==> config.mk <==
export PLATFORM = sky130hd
export DESIGN_NAME = lane_bundle_rx
export DESIGN_NICKNAME = d
export VERILOG_FILES = /design/src/rtl/lane_bundle_pkg.sv /design/src/rtl/lane_hamming_dec.sv /design/src/rtl/lane_bundle_rx.sv
export SDC_FILE = /design/constraint.sdc
export NUM_CORES = 1
export LEC_CHECK = 0
export ABC_AREA = 1
export CORE_ASPECT_RATIO = 2
export CORE_MARGIN = 4
export CORE_UTILIZATION = 35
export DETAILED_ROUTE_END_ITERATION = 8
export PLACE_DENSITY = 0.64
export REMOVE_ABC_BUFFERS = 1
export SYNTH_ARGS = -nofsm -noshare
export SYNTH_HDL_FRONTEND = slang
export SYNTH_SLANG_ARGS = --single-unit
export TNS_END_PERCENT = 100
==> constraint.sdc <==
create_clock -name clock -period 1.9 [get_ports clock]
set_input_delay 0.19 -clock clock [delete_from_list [all_inputs] [get_ports clock]]
set_output_delay 0.19 -clock clock [all_outputs]
set_load 0.05 [all_outputs]
==> src/rtl/lane_bundle_pkg.sv <==
// Shared types and constants for the lane bundle receiver.
// Hamming(21,16): parity bit i sits at code position 2^i; data bits 0..15 occupy
// the remaining positions 3,5,6,7,9..15,17..21 in ascending order.
package lane_bundle_pkg;

  localparam int LANES  = 5;
  localparam int SEL_W  = 3;
  localparam int DATA_W = 16;
  localparam int PAR_W  = 5;
  localparam int CODE_W = DATA_W + PAR_W;

  typedef enum logic [1:0] {
    ERR_NONE   = 2'b00,
    ERR_CORR   = 2'b01,
    ERR_UNCORR = 2'b10
  } err_e;

  // Code position of each data bit (index 0 is the rightmost entry).
  localparam logic [DATA_W-1:0][PAR_W-1:0] DATA_POS = {
    5'd21, 5'd20, 5'd19, 5'd18, 5'd17, 5'd15, 5'd14, 5'd13,
    5'd12, 5'd11, 5'd10, 5'd9,  5'd7,  5'd6,  5'd5,  5'd3
  };

  // PAR_MASK[i]: data bits whose code position has bit i set.
  localparam logic [PAR_W-1:0][DATA_W-1:0] PAR_MASK = {
    16'hF800, 16'h07F0, 16'hC78E, 16'h366D, 16'hAD5B
  };

  // One queued word.
  typedef struct packed {
    logic [DATA_W-1:0] data;
    logic [SEL_W-1:0]  lane;
    err_e              err;
  } fifo_entry_t;

  // Check bits a transmitter would attach to this payload.
  function automatic logic [PAR_W-1:0] calc_parity(input logic [DATA_W-1:0] data);
    logic [PAR_W-1:0] par;
    for (int i = 0; i < PAR_W; i++) begin
      par[i] = ^(data & PAR_MASK[i]);
    end
    return par;
  endfunction

endpackage

==> src/rtl/lane_hamming_dec.sv <==
// Combinational single-error-correcting Hamming(21,16) decoder.
module lane_hamming_dec
  import lane_bundle_pkg::*;
(
  input  logic [DATA_W-1:0] data_i,
  input  logic [PAR_W-1:0]  par_i,
  output logic [DATA_W-1:0] data_o,
  output err_e              err_o
);

  logic [PAR_W-1:0] syn;

  // Syndrome points at the failing code position; flip it when it is a data bit.
  always_comb begin
    // NOTE: every always_comb output gets a default first so no path leaves it unassigned (no latch).
    syn    = par_i ^ calc_parity(data_i);
    data_o = data_i;
    err_o  = ERR_NONE;
    if (syn == '0) begin
      err_o = ERR_NONE;
    end else if (syn > PAR_W'(CODE_W)) begin
      err_o = ERR_UNCORR;
    end else begin
      // Power-of-two syndromes hit a check bit: no DATA_POS matches, payload passes untouched.
      err_o = ERR_CORR;
      for (int j = 0; j < DATA_W; j++) begin
        if (syn == DATA_POS[j]) data_o[j] = ~data_i[j];
      end
    end
  end

endmodule

==> src/rtl/lane_bundle_rx.sv <==
// Receive end of the 5-lane {data,valid,parity} bundle: lane capture, Hamming
// correction, output FIFO with ready/valid, saturating status counters.
// Build option: LANE_RX_DROP_UNCORR_EN keeps uncorrectable words out of the FIFO.
module lane_bundle_rx
  import lane_bundle_pkg::*;
#(
  parameter  int FIFO_DEPTH = 4,
  parameter  int CNT_W      = 8,
  localparam int PTR_W      = $clog2(FIFO_DEPTH),
  localparam int LVL_W      = PTR_W + 1
) (
  input  logic              clock,
  input  logic              reset,
  input  logic [DATA_W-1:0] io_in_0_data,
  input  logic              io_in_0_valid,
  input  logic [PAR_W-1:0]  io_in_0_parity,
  input  logic [DATA_W-1:0] io_in_1_data,
  input  logic              io_in_1_valid,
  input  logic [PAR_W-1:0]  io_in_1_parity,
  input  logic [DATA_W-1:0] io_in_2_data,
  input  logic              io_in_2_valid,
  input  logic [PAR_W-1:0]  io_in_2_parity,
  input  logic [DATA_W-1:0] io_in_3_data,
  input  logic              io_in_3_valid,
  input  logic [PAR_W-1:0]  io_in_3_parity,
  input  logic [DATA_W-1:0] io_in_4_data,
  input  logic              io_in_4_valid,
  input  logic [PAR_W-1:0]  io_in_4_parity,
  input  logic [SEL_W-1:0]  io_sel,
  input  logic              io_clr_cnt,
  input  logic              io_out_ready,
  output logic              io_out_valid,
  output logic [DATA_W-1:0] io_out_data,
  output logic [SEL_W-1:0]  io_out_lane,
  output logic [1:0]        io_out_err,
  output logic [LVL_W-1:0]  io_level,
  output logic [CNT_W-1:0]  io_corr_cnt,
  output logic [CNT_W-1:0]  io_uncorr_cnt,
  output logic [CNT_W-1:0]  io_drop_cnt
);

  // Lane mux
  logic              sel_valid;
  logic [DATA_W-1:0] sel_data;
  logic [PAR_W-1:0]  sel_par;

  // Stage 1 capture registers
  logic              s1_valid_q, s1_valid_d;
  logic [DATA_W-1:0] s1_data_q, s1_data_d;
  logic [PAR_W-1:0]  s1_par_q, s1_par_d;
  logic [SEL_W-1:0]  s1_lane_q, s1_lane_d;

  // Stage 2 decode
  logic [DATA_W-1:0] dec_data;
  err_e              dec_err;

  // FIFO
  fifo_entry_t       fifo_mem_q [FIFO_DEPTH];
  fifo_entry_t       head;
  logic [PTR_W-1:0]  wr_ptr_q, wr_ptr_d;
  logic [PTR_W-1:0]  rd_ptr_q, rd_ptr_d;
  logic [LVL_W-1:0]  level_q, level_d;
  logic              full, pop, push_req, push, drop;

  // Counters
  logic [CNT_W-1:0]  corr_cnt_q, corr_cnt_d;
  logic [CNT_W-1:0]  uncorr_cnt_q, uncorr_cnt_d;
  logic [CNT_W-1:0]  drop_cnt_q, drop_cnt_d;

  // Route the selected lane; out-of-range selects present nothing.
  always_comb begin
    sel_valid = 1'b0;
    sel_data  = '0;
    sel_par   = '0;
    case (io_sel)
      3'd0: begin sel_valid = io_in_0_valid; sel_data = io_in_0_data; sel_par = io_in_0_parity; end
      3'd1: begin sel_valid = io_in_1_valid; sel_data = io_in_1_data; sel_par = io_in_1_parity; end
      3'd2: begin sel_valid = io_in_2_valid; sel_data = io_in_2_data; sel_par = io_in_2_parity; end
      3'd3: begin sel_valid = io_in_3_valid; sel_data = io_in_3_data; sel_par = io_in_3_parity; end
      3'd4: begin sel_valid = io_in_4_valid; sel_data = io_in_4_data; sel_par = io_in_4_parity; end
      default: ;
    endcase
  end

  lane_hamming_dec u_dec (
    .data_i (s1_data_q),
    .par_i  (s1_par_q),
    .data_o (dec_data),
    .err_o  (dec_err)
  );

  assign full         = (level_q == LVL_W'(FIFO_DEPTH));
  assign io_out_valid = (level_q != '0);
  assign pop          = io_out_valid && io_out_ready;
  assign head         = fifo_mem_q[rd_ptr_q];

`ifdef LANE_RX_DROP_UNCORR_EN
  assign push_req = s1_valid_q && (dec_err != ERR_UNCORR);
`else
  assign push_req = s1_valid_q;
`endif

  // A pop in the same cycle frees the slot the push needs.
  assign push = push_req && (!full || pop);
  assign drop = push_req && !push;

  // Next-state for capture stage, FIFO pointers and status counters.
  always_comb begin
    s1_valid_d = sel_valid;
    s1_data_d  = sel_valid ? sel_data : s1_data_q;
    s1_par_d   = sel_valid ? sel_par : s1_par_q;
    s1_lane_d  = sel_valid ? io_sel : s1_lane_q;

    wr_ptr_d = push ? wr_ptr_q + 1'b1 : wr_ptr_q;
    rd_ptr_d = pop ? rd_ptr_q + 1'b1 : rd_ptr_q;
    level_d  = level_q;
    if (push && !pop) level_d = level_q + LVL_W'(1);
    if (pop && !push) level_d = level_q - LVL_W'(1);

    corr_cnt_d   = corr_cnt_q;
    uncorr_cnt_d = uncorr_cnt_q;
    drop_cnt_d   = drop_cnt_q;
    if (io_clr_cnt) begin
      corr_cnt_d   = '0;
      uncorr_cnt_d = '0;
      drop_cnt_d   = '0;
    end else begin
      if (s1_valid_q && dec_err == ERR_CORR && corr_cnt_q != '1)
        corr_cnt_d = corr_cnt_q + CNT_W'(1);
      if (s1_valid_q && dec_err == ERR_UNCORR && uncorr_cnt_q != '1)
        uncorr_cnt_d = uncorr_cnt_q + CNT_W'(1);
      if (drop && drop_cnt_q != '1)
        drop_cnt_d = drop_cnt_q + CNT_W'(1);
    end
  end

  // Control and status state, cleared by reset.
  always_ff @(posedge clock or posedge reset) begin
    // NOTE: sequential state uses non-blocking assignments so every flop samples pre-edge values.
    if (reset) begin
      s1_valid_q   <= 1'b0;
      s1_data_q    <= '0;
      s1_par_q     <= '0;
      s1_lane_q    <= '0;
      wr_ptr_q     <= '0;
      rd_ptr_q     <= '0;
      level_q      <= '0;
      corr_cnt_q   <= '0;
      uncorr_cnt_q <= '0;
      drop_cnt_q   <= '0;
    end else begin
      s1_valid_q   <= s1_valid_d;
      s1_data_q    <= s1_data_d;
      s1_par_q     <= s1_par_d;
      s1_lane_q    <= s1_lane_d;
      wr_ptr_q     <= wr_ptr_d;
      rd_ptr_q     <= rd_ptr_d;
      level_q      <= level_d;
      corr_cnt_q   <= corr_cnt_d;
      uncorr_cnt_q <= uncorr_cnt_d;
      drop_cnt_q   <= drop_cnt_d;
    end
  end

  // FIFO storage write port.
  always_ff @(posedge clock) begin
    // NOTE: storage is not reset; stale entries are unobservable because outputs are gated by level.
    if (push) fifo_mem_q[wr_ptr_q] <= '{data: dec_data, lane: s1_lane_q, err: dec_err};
  end

  assign io_out_data   = io_out_valid ? head.data : '0;
  assign io_out_lane   = io_out_valid ? head.lane : '0;
  assign io_out_err    = io_out_valid ? head.err : ERR_NONE;
  assign io_level      = level_q;
  assign io_corr_cnt   = corr_cnt_q;
  assign io_uncorr_cnt = uncorr_cnt_q;
  assign io_drop_cnt   = drop_cnt_q;

endmodule

## Word-level counts from Yosys, hierarchy flattened

Memory sizes are Yosys's and may differ from the RTL's.
Cells that the tools add are included.

| word-level totals | value |
|---|---|
| register bits | 56 |
| bits in latches | 0 |
| RAM bits | 84 |
| ROM bits | 0 |
| input port bits | 117 |
| output and inout bits | 49 |
| logic and storage cells | 124 |
| memories | 1 |

| cells by class | value |
|---|---|
| add/subtract/negate cells | 7 |
| multiply operators | 0 |
| div/mod/pow operators | 0 |
| magnitude comparators | 1 |
| equality and inequality tests | 26 |
| shifts and indexed selects | 0 |
| muxes and demuxes | 36 |
| bitwise operators | 17 |
| reduce and logical (&&, ||, !) cells | 26 |

Memories:

| memory | words | width | read ports | clocked after Yosys merged registers in | write ports | RTL line | RTL |
|---|---|---|---|---|---|---|---|
| fifo_mem_q | 4 | 21 | 1 | 0 | 1 | lane_bundle_rx.sv:58 | `fifo_entry_t fifo_mem_q [FIFO_DEPTH];` |

Operators with widths:

| cell | count |
|---|---|
| one-hot mux 16 bit (5 select lines) | 1 |
| XOR reduction 16 bit | 5 |
| two-way mux 16 bit | 3 |
| two-way mux 8 bit | 6 |
| == test 5 x 4 -> 1 bit, second input constant | 7 |
| == test 5 bit, second input constant | 5 |
| one-hot mux 5 bit (5 select lines) | 1 |
| adder 8 x 1 -> 8 bit, second input constant | 3 |
| != test 8 bit, second input constant | 3 |
| two-way mux 1 bit | 18 |
| NOT 1 bit | 16 |
| == test 5 x 3 -> 1 bit, second input constant | 3 |
| logical AND 1 bit | 10 |
| two-way mux 3 bit | 3 |
| nonzero test 2 bit | 4 |
| == test 3 x 2 -> 1 bit, second input constant | 2 |
| == test 3 bit, second input constant | 2 |
| two-way mux 2 bit | 3 |
| == test 5 x 2 -> 1 bit, second input constant | 1 |
| greater-than comparator 5 bit, second input constant | 1 |
| logical NOT 5 bit | 1 |
| one-hot mux 1 bit (5 select lines) | 1 |
| XOR 5 bit | 1 |
| adder 2 x 1 -> 2 bit, second input constant | 2 |
| 9 further kinds | 11 |

## Longest topological paths before layout

Gate-level depths: netlist of run 1.

| logic depth | value |
|---|---|
| word-level depth | 10 |
| mapped depth | 17 |
| depth with buffers taken out | 16 |

## Cells and area by module

From an unflattened synthesis of run 1, not the netlist that was laid out.

| unflattened totals | value |
|---|---|
| cells, all modules | 1079 |
| area, all modules | 8234.1 µm² |

By module, submodules not included:

| module | instances | cells an instance | area each (µm²) | seq. area each (µm²) |
|---|---|---|---|---|
| lane_bundle_rx | 1 | 816 | 6910.4 | 3923.8 |
| lane_hamming_dec | 1 | 263 | 1323.8 | 0.0 |

## Worst setup path before layout of run 1

No wires, ideal clock.

| path | value |
|---|---|
| kind | flip-flop to flip-flop |
| from | register level_q[0] (netlist: io_level[0]) |
| to | register level_q[2] (netlist: io_level[2]) |
| library setup time | 131 ps |
| data arrival time | 2448 ps |
| data required time | 1769 ps |
| slack | -679 ps |
| cell stages (with the launch flop) | 11 |
| buffers on the path | 0 |
| clock period less this slack | 2579 ps |
| cells stage by stage | dfrtp_1 > nor2_1 > nand2_1 > inv_1 > nor2_1 > ha_1 > inv_1 > fa_1 > a21oi_1 > o21ai_0 > xor2_1 |

| between the ends | value |
|---|---|
| word-level cells in the longest chain between the ends | 7 |
| elaborated cells on any way between the ends | 15 |
| those cells by class | 2 x add/sub; 1 x eq/ne; 2 x mux; 10 x reduce/logical |

RTL lines:

| element | RTL line | RTL |
|---|---|---|
| start: declaration | lane_bundle_rx.sv:62 | `logic [LVL_W-1:0] level_q, level_d;` |
| start signal: assignment | lane_bundle_rx.sv:158 | `level_q <= level_d;` |
| nonzero test 3 bit (*) | lane_bundle_rx.sv:93 | `assign io_out_valid = (level_q != '0);` |
| named net io_out_valid | lane_bundle_rx.sv:32 | `output logic io_out_valid,` |
| logical AND 1 bit (*) | lane_bundle_rx.sv:94 | `assign pop = io_out_valid && io_out_ready;` |
| named net pop | lane_bundle_rx.sv:63 | `logic full, pop, push_req, push, drop;` |
| logical OR 1 bit | lane_bundle_rx.sv:104 | `assign push = push_req && (!full \|\| pop);` |
| logical AND 1 bit | lane_bundle_rx.sv:104 |  |
| logical NOT 1 bit | lane_bundle_rx.sv:118 | `if (pop && !push) level_d = level_q - LVL_W'(1);` |
| logical AND 1 bit | lane_bundle_rx.sv:118 |  |
| two-way mux 3 bit / nonzero test 2 bit (equally long branches) | -- |  |

The timed path passes the listed nets; every way through them passes the cells marked *. The select of a mux whose other input is x is not followed.
A chain may end at the register's enable or synchronous reset.

## Final worst setup path of run 1

| path | value |
|---|---|
| from | register s1_data_q[15] |
| to | memory fifo_mem_q[1][5] (netlist bit), data pin |

| between the ends | value |
|---|---|
| word-level cells in the longest chain between the ends | 6 |
| elaborated cells on any way between the ends | 10 |
| those cells by class | 1 x order compare; 1 x eq/ne; 3 x mux; 1 x bitwise; 4 x reduce/logical |

RTL lines:

| element | RTL line | RTL |
|---|---|---|
| start: declaration | lane_bundle_rx.sv:49 | `logic [DATA_W-1:0] s1_data_q, s1_data_d;` |
| start signal: assignment | lane_bundle_rx.sv:153 | `s1_data_q <= s1_data_d;` |
| XOR reduction 16 bit | lane_bundle_pkg.sv:40 | `par[i] = ^(data & PAR_MASK[i]);` |
| XOR 5 bit (*) | lane_hamming_dec.sv:16 | `syn = par_i ^ calc_parity(data_i);` |
| parallel branches: the longest is 3 deep, another holds greater-than comparator 5 bit | -- |  |
| two-way mux 16 bit (*) | lane_hamming_dec.sv:19 | `if (syn == '0) begin` |
| named net dec_data[0] | lane_bundle_rx.sv:54 | `logic [DATA_W-1:0] dec_data;` |
| end: declaration | lane_bundle_rx.sv:58 |  |

Mark *: on every way through the listed nets, which the timed path passes.

==> impl_results.md, run 1 <==
* Post-Syn Instances at ~900
* Worst Slack Setup Final at -0.224 ns
* VDD IR-drop max at slightly above 0.001 V
* Inst Count DP at 1379
* Sequential-to-total area share from yosys stat at 51.3%
* Residual DRC count at 0
* Pre-Repair DR Iteration Count at 6
* Worst setup EP type: flip-flop
* Post-DP HPWL at around 16000 um
* PwrDens at roughly 1600 mW/mm^2
* Post-synth top cells: 186 x nand2_1, 147 x nor2_1, 84 x edfxtp_1
* Top post-synthesis cells by area: edfxtp_1 33%, dfrtp_1 18%, nand2_1 9.1%, nor2_1 7.2%, xor2_1 3.7%
* CP most frequent cell: nand2_2
* Sink Count at between 100 and 150
* Initial Util at a little over a third
* Core ar. at roughly 0.021 mm^2
* Slowest stage cell, crit path: dfrtp_2
* Slew headroom at a little under two thirds
* Net count, final at ~1300
* RSZ-0062 raised after global routing: yes
* I/O Buffers at ~170
* Vias in the first global route at 7154
* Placed Instance Area at around 0.010 mm^2
* Number of buffers created by CTS at 17
* Drt wl/cell at between 15 and 20 um
* Die Ht at between 200 and 250 um
* Post-synth EDFFs at 84
* Util after Layout at 57.4%
* Setup Skew at 0.0138 ns
* Final Hold Vio Count at 0
* Hold Path Class: in -> async
* Initial antenna violation count at 0
* Post-synth cell types at 36
* Max-Cap Viols at 0
* Slew @ Worst Pin at about 0.55 ns
* Worst-case clock buffer depth at 2
* Clock latency on the worst-skew pair at approximately 0.43 ns
* Fmax at between 0.4 and 0.5 GHz
* Tot GR Track Use at a little under a fifth
* Diodes inserted at 0
* Syn_area_per_cell at just under 9 um^2
* Final RePlAce weighted congestion at around 0.92
* Non-Filler Instances at ~1400
* FF-to-FF setup slack at -0.22 ns
* Root Buffer: clkbuf_16
* Crit path DAT at ~2.3 ns
* DIE AREA at about 0.024 mm^2
* Crit path required time at 2.06 ns
* Status: finished, violations left
* Dominant cell type by area after synthesis: edfxtp_1
* Row count at 76
* Crit path kind: reg -> reg
* Critical path peak fanout at 6
* Global-route wire length before repair at about 35000 um
* Slew Limit Fails at 0
* Total power at roughly 20000 uW
* DR vias/cell at around 5.0
* Synth top area share at 33.0%
* Synth async-reset ratio at about 40%
* DIE WIDTH at between 100 and 150 um
* Min Hold Slack at 0.0972 ns
* Final Cycle Share at 112%
* Most common cell in the netlist: nand2_1
* Min Tclk post-route at roughly 2.1 ns
* Total Wirelength at approximately 24000 um
* Leak at 0.00525 uW
* Total number of vias at approximately 7200
* Boundary pin count at 166
* Drt first-iter violations at around 280
* Grt ovf at 0
* CTS tree: yes
* Design area at between 0.01 and 0.015 mm^2
* Routed Antenna Nets at 0
* Layout cells sized above 1 at about a third
* Largest net degree at the start of global routing at 43
* Failing checks: setup timing
* CTS H-tree lvls at 4
* Clk slew on worst S/H paths at 0.06 ns
* Area growth from synthesis to layout at 61.3%
* CP Launch Type: flip-flop
* CP max stage delay at ~0.47 ns
* FF+latch count, synth at between 100 and 150
* Cell area after synthesis at about 0.0076 mm^2
* Yosys warning total at 0
* Synth Flop Type: edfxtp_1
* Crit-path cells: nor2_4 > inv_1 > nand2_4 > nand2_2 > nand2_2 > nand2_2 > nand2_2 > nand2_2 > nand2_4 > nand2_4 > nor2_4 > buf_6 > nand2_2 > xor2_2
* Final setup fails at between 100 and 150
## metrics by stage
stage                     TNS, ns  setup slack (ns)
final                      -11.40            -0.224
after global routing       -23.25            -0.345
after CTS                   -9.74            -0.149
after detailed placement   -22.94            -0.363
after global placement     -19.29            -0.317
after floorplan            -74.16            -0.944
## cell usage in the layout, fill, tap and decap left out, types with 16 or more instances in the layout
cell / count
buf_6: 24
dfrtp_1: 45
a221oi_1: 20
nor2_2: 28
nand3_1: 44
edfxtp_1: 84
clkdlybuf4s50_1: 124
a32o_1: 16
a21oi_1: 16
nor2_4: 26
nor2_1: 95
clkbuf_16: 22
nand2_1: 136
xor2_2: 16
nand2_2: 48
o21ai_1: 24
inv_1: 59
xor2_1: 18
buf_4: 115
a31oi_1: 21
## registers in the layout (all words and copies together) (netlist names), 3 cells and up
| name | cells |
|---|---|
| fifo_mem_q | 84 |
| s1_data_q | 16 |
| io_corr_cnt | 8 |
| io_drop_cnt | 8 |
| io_uncorr_cnt | 8 |
| s1_par_q | 5 |
| io_level | 3 |
| s1_lane_q | 3 |
## report_power, final
part / leakage [uW] / internal, uW / switching (uW)
registers: 0.00146 / 4090 / 410
clock network: 0.000307 / 2230 / 1370
logic: 0.00348 / 4970 / 7000
## cell type report
cell class / instances / area, um^2
multi-input combinational: 623 / 4070
timing repair buffer: 302 / 3060
tap: 273 / 342
clock inverter: 14 / 206
fill: 1846 / 9150
clock buffer: 18 / 429
inverter: 75 / 297
sequential: 140 / 3940
## layer usage
layer / wire, um / vias up / GRT usage (%)
met5: 0 / - / 0
met4: 1010 / 0 / 8.78
met3: 824 / 57 / 3.06
met2: 14100 / 207 / 37.6
met1: 7630 / 3410 / 16.2
li1: - / 3530 / -
## kinds of logic after synthesis
kind of cell / after synthesis / share of synthesized area, %
AND/OR/NAND/NOR: 424 / 23.6
flip-flops: 140 / 51.3
buffers and inverters: 116 / 5.97
adder cells (fa/ha/maj): 9 / 1.57
XOR/XNOR: 44 / 5.33
multiplexers: 2 / 0.294
AO/OA/AOI/OAI: 143 / 11.9
## final timing paths
check / from / to / depth (start not counted)
min in group clock: io_in_2_data[0] / s1_data_q[0]$_DFFE_PP0P_ / 3
max in group asynchronous: reset / rd_ptr_q[0]$_DFFE_PP0N_ / 3
min: reset / s1_data_q[0]$_DFFE_PP0P_ / 2
max: s1_data_q[15]$_DFFE_PP0P_ / fifo_mem_q[1][5]$_DFFE_PP_ / 14
min reg2reg: io_drop_cnt[3]$_DFFE_PP0P_ / io_drop_cnt[3]$_DFFE_PP0P_ / 1
max reg2reg: s1_data_q[15]$_DFFE_PP0P_ / fifo_mem_q[1][5]$_DFFE_PP_ / 14
## worst max-delay path: cells and delay by family (launching register included)
kind,cells,cell delay [ns]
AND/OR/NAND/NOR,11,0.98
flip-flops,1,0.47
XOR/XNOR,1,0.20
buffers and inverters,2,0.22
## what timing repair did
action / 4_1_cts / 5_1_grt
pin swaps: 23 / 89
resized for setup: 133 / 191
gates cloned: 6 / 6
hold buffers: 0 / 0
endpoints found under the setup margin: 120 / 121
buffers inserted: 9 / 18
Power figures use the tool's default switching activity.
==> run 2, diff against run 1 <==
Settings changed: CORE_ASPECT_RATIO 2 to default, CORE_UTILIZATION 35 to 47, PLACE_DENSITY 0.64 to 0.81, SKIP_LAST_GASP from default to 1.
==> impl_results.md, run 2 (synthesized netlist as in run 1, its figures left out) <==
* Status: finished, violations left
* Failing checks: setup timing
* Max-Cap Viols at 0
* Sink Count at 140
* Net count, final at 1268
* Worst Slack Setup Final at -0.216 ns
* Total Wirelength at ~23000 um
* Commonest non-fill, non-tap cell in the layout: clkdlybuf4s50_1
* Final RePlAce weighted congestion at ~0.87
* Worst Reg-to-Reg Cells at 13
* Drt wl/cell at around 17 um
* Util after Layout at around three quarters
* Largest net degree at the start of global routing at 35
* Post-DP HPWL at around 15000 um
* Drt first-iter violations at approximately 430
* Initial antenna violation count at 0
* Max reg flops at 84
* Slew headroom at between 60% and 70%
* Worst setup EP type: flip-flop
* Final setup fails at between 100 and 150
* Final Hold Vio Count at 0
* Area growth from synthesis to layout at 56.0%
* Hold buffers post-CTS at 0
* Final Cycle Share at 111%
* Core ar. at roughly 0.016 mm^2
* Pre-Repair DR Iteration Count at 6
* Most frequent cells in the layout: 126 x clkdlybuf4s50_1, 122 x nand2_1, 122 x nor2_1
* Dpl ws at -0.235 ns
* Non-Filler Instances at 1371
* Routed Antenna Nets at 0
* Worst-case clock buffer depth at 2
* Fmax at ~0.47 GHz
* FF-to-FF setup slack at -0.22 ns
* Critical path peak fanout at 7
* Slew @ Worst Pin at 0.535 ns
* Slew Limit Fails at 0
* Hold Path Class: in -> async
* DIE WIDTH at between 100 and 150 um
* Diodes inserted at 0
* I/O Buffers at 165
* Crit. Startpoint: s1_data_q[10]$_DFFE_PP0P_
* Number of buffers created by CTS at 17
* Leak at 0.00520 uW
* RSZ-0062 raised after global routing: yes
* Crit Reg-Reg Endpoint: fifo_mem_q[1][13]$_DFFE_PP_
* Grt ovf at 0
* Leading registers by flop count: fifo_mem_q (84), s1_data_q (16)
* Die Ht at 136 um
* DR vias/cell at 5.37
* Tot GR Track Use at between 20% and 30%
* Root Buffer: clkbuf_16
* CP Launch Type: flip-flop
* Clock latency on the worst-skew pair at 0.43 ns
* Setup Skew at 0.0118 ns
* Residual DRC count at 0
* Boundary pin count at roughly 170
* Setup crit end: fifo_mem_q[1][13]$_DFFE_PP_
* DIE AREA at between 0.015 and 0.02 mm^2
* Min Tclk post-route at 2.12 ns
* CTS H-tree lvls at 4
* R2R Path Start: s1_data_q[10]$_DFFE_PP0P_
* PwrDens at around 1600 mW/mm^2
* Global-route wire length before repair at 33800 um
* VDD IR-drop max at ~0.0011 V
* Row count at 46
* CTS tree: yes
* Largest Register: fifo_mem_q
* Initial Util at 48.0%
* Crit path kind: reg -> reg
* Layout cells sized above 1 at 31.5%
* Vias in the first global route at between 7000 and 8000
* Total number of vias at approximately 7400
* Crit path DAT at ~2.3 ns
* Clk slew on worst S/H paths at 0.06 ns
* Crit path required time at just over 2 ns
* Inst Count DP at 1318
-- run 2: cell types whose count changed in the layout (fill, tap and decap cells not counted), sizes merged --
cell,previous run,this run
buf,158,140
dlymetal6s2s,4,10
dlygate4sd2,11,7
inv,81,85
clkbuf,23,20
bufinv,4,2
clkdlybuf4s50,124,126
clkinv,3,2
nand3,58,57
-- run 2: report_power, final --
part / switching [uW] / internal (uW) / total (uW) / leakage [uW]
clock network: 1400 / 1980 / 3380 / 0.000294
logic: 6870 / 4340 / 11200 / 0.00344
registers: 447 / 4090 / 4540 / 0.00146
-- run 2: how the worst min path moves through the flow --
stage	from	to	slack [ns]	cells after the start
floorplan	io_clr_cnt	io_uncorr_cnt[1]$_DFFE_PP0P_	0.25	1
global placement	s1_lane_q[1]$_DFFE_PP0P_	fifo_mem_q[2][3]$_DFFE_PP_	0.51	0
detailed placement	s1_lane_q[1]$_DFFE_PP0P_	fifo_mem_q[3][3]$_DFFE_PP_	0.52	0
CTS	reset	io_corr_cnt[0]$_DFFE_PP0P_	0.08	2
global route	reset	io_corr_cnt[0]$_DFFE_PP0P_	0.10	2
finish	reset	io_corr_cnt[0]$_DFFE_PP0P_	0.07	2
-- run 2: per-layer routing --
layer / vias up / GRT usage (%) / part of all wire (%)
li1: 3501 / - / -
met1: 3524 / 26.8 / 38
met2: 290 / 42.3 / 54
met3: 41 / 5.13 / 6.0
met4: 0 / 7.56 / 2.0
met5: - / 0 / 0
-- run 2: area by class of cell --
| type | instances | area, um^2 |
|---|---|---|
| timing repair buffer | 286 | 2760 |
| clock buffer | 17 | 425 |
| sequential | 140 | 3940 |
| multi-input combinational | 622 | 4060 |
| tap | 216 | 270 |
| inverter | 75 | 307 |
| fill | 1011 | 4010 |
| clock inverter | 15 | 174 |
-- run 2: timing repair --
| action | in CTS | in global routing |
|---|---|---|
| gates resized for setup | 122 | 167 |
| setup endpoints to repair | 112 | 125 |
| gates cloned | 0 | 4 |
| setup buffers | 15 | 10 |
| pin swaps | 37 | 56 |
-- run 2: through the flow --
stage               setup TNS (ns)  hold slack [ns]  cell area [um^2]  power, uW
finish                      -10.96           0.0690             11900      19100
global route                -20.09            0.103             11900      20000
CTS                          -2.88           0.0764             11200      17300
detailed placement          -13.93            0.524             10100      12800
global placement             -9.12            0.511             10100      12600
floorplan                   -74.16            0.246              7470       9530
-- run 2: worst max-delay path, cell delays in order, from the launching register on --
cell and delay [ns]:
dfrtp_2 0.49, inv_4 0.11, nand2_4 0.07, nand2_4 0.11, nand2_2 0.08, nand3_2 0.07
nand2_2 0.09, nand2_2 0.12, inv_1 0.06, nor2_2 0.13, nand2_4 0.09, inv_4 0.09
nand2_2 0.12, xor2_4 0.23
